**config.mk**
```make
export PLATFORM = sky130hd
export DESIGN_NAME = npc_trap_ctrl
export DESIGN_NICKNAME = d
export VERILOG_FILES = /design/src/rtl/npc_trap_ctrl.sv
export SDC_FILE = /design/constraint.sdc
export NUM_CORES = 1
export LEC_CHECK = 0
export CAP_MARGIN = 5
export CELL_PAD_IN_SITES_DETAIL_PLACEMENT = 1
export CELL_PAD_IN_SITES_GLOBAL_PLACEMENT = 1
export CORE_MARGIN = 2
export CORE_UTILIZATION = 41
export DETAILED_ROUTE_END_ITERATION = 12
export PLACE_DENSITY_LB_ADDON = 0.25
export SLEW_MARGIN = 25
export SYNTH_ARGS = -nofsm -noshare
export SYNTH_HDL_FRONTEND = slang
export SYNTH_SLANG_ARGS = --single-unit
```
**constraint.sdc**
```tcl
create_clock -name clk -period 11.3 [get_ports clk]
set_input_delay 1.695 -clock clk [delete_from_list [all_inputs] [get_ports clk]]
set_output_delay 1.695 -clock clk [all_outputs]
set_load 0.02 [all_outputs]
```
**src/rtl/npc_trap_ctrl.sv**
```systemverilog
// Machine-mode trap sequencer for ecall/mret: updates trap CSRs, stalls the front end,
// issues a PC redirect over a valid/ready handshake and emits one-cycle event pulses.
module npc_trap_ctrl #(
   parameter int unsigned     XLEN        = 32,
   parameter int unsigned     ECALL_CAUSE = 11,
   parameter logic [XLEN-1:0] RESET_MTVEC = '0
) (
   input  logic            clk,
   input  logic            rst,
   input  logic            inst_valid,
   input  logic [31:0]     inst,
   input  logic [XLEN-1:0] pc,
   output logic            stall,
   output logic            redirect_valid,
   output logic [XLEN-1:0] redirect_pc,
   input  logic            redirect_ready,
   input  logic            csr_we,
   input  logic [11:0]     csr_waddr,
   input  logic [XLEN-1:0] csr_wdata,
   input  logic [11:0]     csr_raddr,
   output logic [XLEN-1:0] csr_rdata,
   output logic            ecall_evt,
   output logic            mret_evt
);

   localparam logic [31:0]     INST_ECALL = 32'h0000_0073;
   localparam logic [31:0]     INST_MRET  = 32'h3020_0073;
   localparam logic [11:0]     ADDR_MSTATUS = 12'h300;
   localparam logic [11:0]     ADDR_MTVEC   = 12'h305;
   localparam logic [11:0]     ADDR_MEPC    = 12'h341;
   localparam logic [11:0]     ADDR_MCAUSE  = 12'h342;
   localparam logic [XLEN-1:0] ALIGN_MASK   = ~XLEN'(3);

   typedef enum logic [1:0] {IDLE, SAVE, RESTORE, REDIR} state_e;

   state_e          state_q, state_d;
   logic [XLEN-1:0] pc_lat_q, pc_lat_d;
   logic [XLEN-1:0] mepc_q, mepc_d;
   logic [XLEN-1:0] mcause_q, mcause_d;
   logic [XLEN-1:0] mtvec_q, mtvec_d;
   logic [XLEN-1:0] target_q, target_d;
   logic            mie_q, mie_d;
   logic            mpie_q, mpie_d;
   logic            ecall_evt_q, ecall_evt_d;
   logic            mret_evt_q, mret_evt_d;

   logic            is_ecall;
   logic            is_mret;

   assign is_ecall = inst_valid && (inst == INST_ECALL);
   assign is_mret  = inst_valid && (inst == INST_MRET);

   assign stall          = (state_q != IDLE) || is_ecall || is_mret;
   assign redirect_valid = (state_q == REDIR);
   assign redirect_pc    = target_q;
   assign ecall_evt      = ecall_evt_q;
   assign mret_evt       = mret_evt_q;

   always_comb begin
      csr_rdata = '0;
      case (csr_raddr)
         ADDR_MSTATUS: begin
            csr_rdata[3]     = mie_q;
            csr_rdata[7]     = mpie_q;
            csr_rdata[12:11] = 2'b11;
         end
         ADDR_MTVEC:  csr_rdata = mtvec_q;
         ADDR_MEPC:   csr_rdata = mepc_q;
         ADDR_MCAUSE: csr_rdata = mcause_q;
         default:     csr_rdata = '0;
      endcase
   end

   always_comb begin
      state_d     = state_q;
      pc_lat_d    = pc_lat_q;
      mepc_d      = mepc_q;
      mcause_d    = mcause_q;
      mtvec_d     = mtvec_q;
      target_d    = target_q;
      mie_d       = mie_q;
      mpie_d      = mpie_q;
      ecall_evt_d = 1'b0;
      mret_evt_d  = 1'b0;

      // CSR writes only land in IDLE, so SAVE/RESTORE in the following cycle
      // already see a csrrw that retired alongside the ecall/mret.
      if (csr_we && (state_q == IDLE)) begin
         case (csr_waddr)
            ADDR_MSTATUS: begin
               mie_d  = csr_wdata[3];
               mpie_d = csr_wdata[7];
            end
            ADDR_MTVEC:  mtvec_d  = csr_wdata & ALIGN_MASK;
            ADDR_MEPC:   mepc_d   = csr_wdata & ALIGN_MASK;
            ADDR_MCAUSE: mcause_d = csr_wdata;
            default: ;
         endcase
      end

      case (state_q)
         IDLE: begin
            if (is_ecall) begin
               state_d     = SAVE;
               pc_lat_d    = pc;
               ecall_evt_d = 1'b1;
            end else if (is_mret) begin
               state_d    = RESTORE;
               pc_lat_d   = pc;
               mret_evt_d = 1'b1;
            end
         end
         SAVE: begin
            mepc_d   = pc_lat_q & ALIGN_MASK;
            mcause_d = XLEN'(ECALL_CAUSE);
            mpie_d   = mie_q;
            mie_d    = 1'b0;
            target_d = mtvec_q & ALIGN_MASK;
            state_d  = REDIR;
         end
         RESTORE: begin
            mie_d    = mpie_q;
            mpie_d   = 1'b1;
            target_d = mepc_q;
            state_d  = REDIR;
         end
         REDIR: begin
            if (redirect_ready) state_d = IDLE;
         end
         default: state_d = IDLE;
      endcase
   end

   always_ff @(posedge clk or posedge rst) begin
      if (rst) begin
         state_q     <= IDLE;
         pc_lat_q    <= '0;
         mepc_q      <= '0;
         mcause_q    <= '0;
         mtvec_q     <= RESET_MTVEC;
         target_q    <= '0;
         mie_q       <= 1'b0;
         mpie_q      <= 1'b0;
         ecall_evt_q <= 1'b0;
         mret_evt_q  <= 1'b0;
      end else begin
         state_q     <= state_d;
         pc_lat_q    <= pc_lat_d;
         mepc_q      <= mepc_d;
         mcause_q    <= mcause_d;
         mtvec_q     <= mtvec_d;
         target_q    <= target_d;
         mie_q       <= mie_d;
         mpie_q      <= mpie_d;
         ecall_evt_q <= ecall_evt_d;
         mret_evt_q  <= mret_evt_d;
      end
   end

endmodule

```
== After elaboration in Yosys (flattened, before gate mapping) ==
Index checks and enable logic that the tools add are counted.

* Equality and inequality tests: 15
* Mux-type cells: 31
* Reductions and logical operators: 21

{| class="wikitable"
|+ Operator list
! kind !! number
|-
| $mux W32 || 8
|-
| $eq A12 B10 Y1 const B || 8
|-
| $pmux W32 S2 || 1
|-
| $pmux W19 S3 || 1
|-
| $eq A32 B30 Y1 const B || 1
|-
| $eq A32 B7 Y1 const B || 1
|-
| $pmux W3 S3 || 3
|-
| $reduce_and A2 Y1 || 6
|-
| $reduce_bool A2 Y1 || 6
|-
| $mux W1 || 9
|-
| $pmux W1 S4 || 2
|-
| $pmux W2 S4 || 1
|-
| $mux W2 || 3
|-
| $pmux W2 S3 || 1
|-
| $reduce_bool A3 Y1 || 2
|-
| $eq A2 B2 Y1 const B || 2
|-
| $pmux W1 S2 || 2
|-
| $logic_and A1 B1 Y1 || 3
|-
| $ne A3 B3 Y1 const B || 1
|-
| $eq A2 B1 Y1 const B || 1
|-
| $logic_not A2 Y1 || 1
|-
| $logic_or A1 B1 Y1 || 2
|-
| $ne A2 B1 Y1 const B || 1
|-
| $reduce_or A2 Y1 || 1
|}

* Bits in registers: 164
* Bits of input ports: 125
* Output and inout port bits: 68
* Logic and storage cells: 77

== Longest topological paths before layout ==
* Depth in word-level cells: 5
* Mapped depth: 8
* Mapped depth without buffers: 6

== Worst setup path after synthesis ==
No wires, ideal clock.

* Path type: input -> output
* From: in csr_raddr[3]
* To: out csr_rdata[13]
* Arrival: 3,550 ps
* Setup slack: 6,055 ps
* Cell stages on the path: 5
* Path through: or4_4 -> or3_4 -> or3_1 -> buf_6 -> o21ai_0

* Word-level cells in the longest chain between the ends: 2

{| class="wikitable"
|+ Ends and longest elaborated chain
! item !! RTL line !! RTL
|-
| start: declaration || 20 || <nowiki>input logic [11:0] csr_raddr,</nowiki>
|-
| $eq A12 B10 Y1 || 61 || <nowiki>case (csr_raddr)</nowiki>
|-
| $pmux W19 S3 * || 61 ||
|-
| end: declaration || 21 || <nowiki>output logic [XLEN-1:0] csr_rdata,</nowiki>
|}

Mark *: on every way between the ends. The rest lies on a longest branch, timed or not.

== Worst setup path after layout ==
* From: in csr_raddr[3]
* To: out csr_rdata[9]

* Word-level cells in the longest chain between the ends: 2

{| class="wikitable"
|+ Ends and longest elaborated chain
! item !! RTL line
|-
| $eq A12 B10 Y1 || 61
|-
| $pmux W3 S3 * || 61
|}

Marked as above.

==> reports/qor.yml <==
skew_ns: 0.01028
start_kind: "input port"
grt_pass1_wl_um: 38520
ys_ff_latch: 158
yosys.area.top_type: "dfrtp_1"
start_util_pct: 42.17
seq_area_frac_synth_pct: 51.84
required_ns: 9.61
power.density_nw_per_um2: 186.4
core-area_um2: 18090
rsz0062_at_grt: "no"
critical_path.most_common_cell: "clkdlybuf4s50_1"
hold_violations: 0
synth_area_leaders: "dfrtp_1, mux2_2, nand2_1"
cpPeakStageDelay_ns: 0.66
synth_mux_area_share_pct: 12.94
htreeDepth: 4
rows: 49
crit_arrival_ns: 4.65
dr_total_vias: 6458
firstDrtPassIters: 5
cts-resized-gates: 0
clk_pin_slew_ns: 0.07
ios: 193
vdd_drop_max_mv: 0.1670
yosysWarnings: 0
period_share_pct: 56.13
avgRoutedWirePerCell_um: 20.97
netlist_area_um2: 7627
post-cts-setup-buffer-count: 0
synthArstFlopShare_pct: 100.0
gr-total-overflow: 0
postRouteWirelength_um: 24180
slew_violations: 0
slew_headroom_pct: 43.64
synthToLayoutAreaGrowth_pct: 34.76
finalNetCount: 1041
cp_top_family: "buffers and inverters"
antenna_found_initial: 0
grt_pass1_vias: 7275
min_path_type: "register to register"
syn_inst: 747
synth_top_family_by_area: "simple AND/OR/NAND/NOR gates"
leakage_nw: 4.346
synth_top_area_share_pct: 51.84
crit_fanout: 28
synth_adder_area_share_pct: 0.6562
hold_buffers: 0
synth-xor-area-share_pct: 0
clock_latency_ns: 0.43
critPathKind: "input port to primary output"
drt_iter0_drc: 335
cts_sinks: 158
endpoint_kind: "primary output"
ys_types: 43
drv_cap: 0
switching_share_pct: 34.79
diodes: 0
die_h_um: 140.4
ant_nets: 0
synth-edff-count: 0
p_seq_share_pct: 35.2
critPathBufInv: 3
worstPathCellList: "clkdlybuf4s50_1 > or4_4 > or3_4 > or3_1 > buf_4 > o21ai_0 > clkdlybuf4s50_1"
hpwl_um: 15580
die_w_um: 140.4
ys.flop_type: "dfrtp_1"
power_frac_comb_pct: 34.1
track_usage_pct: 24.97
synth-simple-area-share_pct: 19.65
setup_viol: 0
post-route-min-period_ns: 6.343
clk_path_buf_depth: 2
drc: 0
worst_slew_pin_slew_ns: 0.8454
port_buffers: 188
cts_root_buf: "clkbuf_16"
status: "complete, no violations"
clkPwrFrac_pct: 30.7
final_util_pct: 56.83
power_switching_w: 0.0006666
synth.avg_cell_area_um2: 10.21
setup-tns-final_ns: 0
critical-path-slowest-cell: "clkdlybuf4s50_1"
via_per_inst: 5.601
grt_max_degree: 84
clock.fmax_mhz: 157.7
tritoncts: "built"
synth-compound-area-share_pct: 10.02
intPower_w: 0.001249
die-area_um2: 19710
routabilityCongestion: 0.7700
drive_gt1_share_pct: 15.69
cts-buffers-inserted: 17
per-stage QoR:
step / power [W] / cells / hold slack, ns / setup slack, ns / instance area [um2]
after floorplan: 0.001065 / 748 / 0.4529 / 5.342 / 7631
after global placement: 0.001309 / 1122 / 0.4695 / 4.983 / 9686
after detailed placement: 0.001339 / 1122 / 0.4815 / 4.936 / 9686
after CTS: 0.001925 / 1153 / 0.4946 / 4.914 / 10270
after global routing: 0.002009 / 1153 / 0.5179 / 4.908 / 10280
final: 0.001916 / 1153 / 0.4940 / 4.957 / 10280
worst paths after layout:
| kind | from | to | slack [ns] | cells past startpoint |
|---|---|---|---|---|
| max | csr_raddr[3] | csr_rdata[9] | 4.96 | 7 |
| min | pc_lat_q[25]$_DFFE_PP0P_ | mepc_q[25]$_DFFE_PP0P_ | 0.49 | 2 |
| max reg2reg | state_q[0]$_DFFE_PP0P_ | mpie_q$_DFFE_PP0P_ | 8.70 | 6 |
| min reg2reg | pc_lat_q[25]$_DFFE_PP0P_ | mepc_q[25]$_DFFE_PP0P_ | 0.49 | 2 |
| max in group asynchronous | rst | redirect_pc[4]$_DFFE_PP0P_ | 8.30 | 3 |
| min in group asynchronous | rst | ecall_evt$_DFF_PP0_ | 1.78 | 2 |
cell families (layout without fill, tap and decap cells):
logic type / after synthesis / in the layout
flip-flops: 158 / 158
AND/OR/NAND/NOR: 276 / 276
AO/OA/AOI/OAI: 129 / 129
multiplexers: 91 / 91
other: 1 / 2
adder cells (fa/ha/maj): 4 / 4
buffers and inverters: 88 / 264
cell type report:
class | count | area (um2)
Tap cell | 229 | 286.5
Fill cell | 1923 | 7807
Clock inverter | 11 | 142.6
Sequential cell | 158 | 3954
Multi-Input combinational cell | 502 | 3344
Timing Repair Buffer | 200 | 1976
Inverter | 33 | 128.9
Clock buffer | 20 | 446.7
power by group through the flow:
stage / Clock [W] / Combinational (W) / Sequential [W]
CTS: 0.000594 / 0.000655 / 0.000675
global route: 0.000618 / 0.000709 / 0.000681
detailed placement: 0 / 0.000654 / 0.000685
global placement: 0 / 0.000628 / 0.000680
finish: 0.000587 / 0.000653 / 0.000675
floorplan: 0 / 0.000328 / 0.000737
routing by layer:
metal  part of all wire (%)  GRT usage, %
met4                    1.6         7.602
met2                     52         44.32
met3                    4.0         5.197
met5                      0             0
met1                     42         30.61
placed cells by master (no fill, tap or decap), drive strengths merged, types with 31 or more instances in the layout:
cell type and count:
clkdlybuf4s50 188, dfrtp 158, nand2 101, a21oi 62, mux2 61, nor2 35
nand3b 33, nand3 33, inv 33, o21ai 31
state kept, by name (all words and copies together), names as in the netlist:
name	count
mie_q	1
ecall_evt	1
mepc_q	30
mret_evt	1
redirect_pc	30
mcause_q	32
pc_lat_q	30
state_q	2
mpie_q	1
mtvec_q	30
cell usage after synthesis (3+ instances only):
library cell and count:
nor2_1 35, and3_1 3, buf_6 3, o21ai_0 11, or3_1 4, buf_1 8, o21ai_1 16, mux2_2 61
ha_1 4, a22oi_1 26, inv_1 33, or3b_2 29, nand2_1 101, nand3_1 33, a21oi_1 62, dfrtp_1 158
o21ai_2 4, nand4_1 6, and2_1 3, nor3_1 3, nand3b_1 33, mux2i_1 30, nor4_1 11, buf_2 7
clkbuf_1 35
tightest hold or removal path, stage by stage (launching register included):
cell and delay, ns:
dfrtp_1 0.34, nand2_1 0.05, nand3_1 0.07
(Power assumes the default switching activity.)
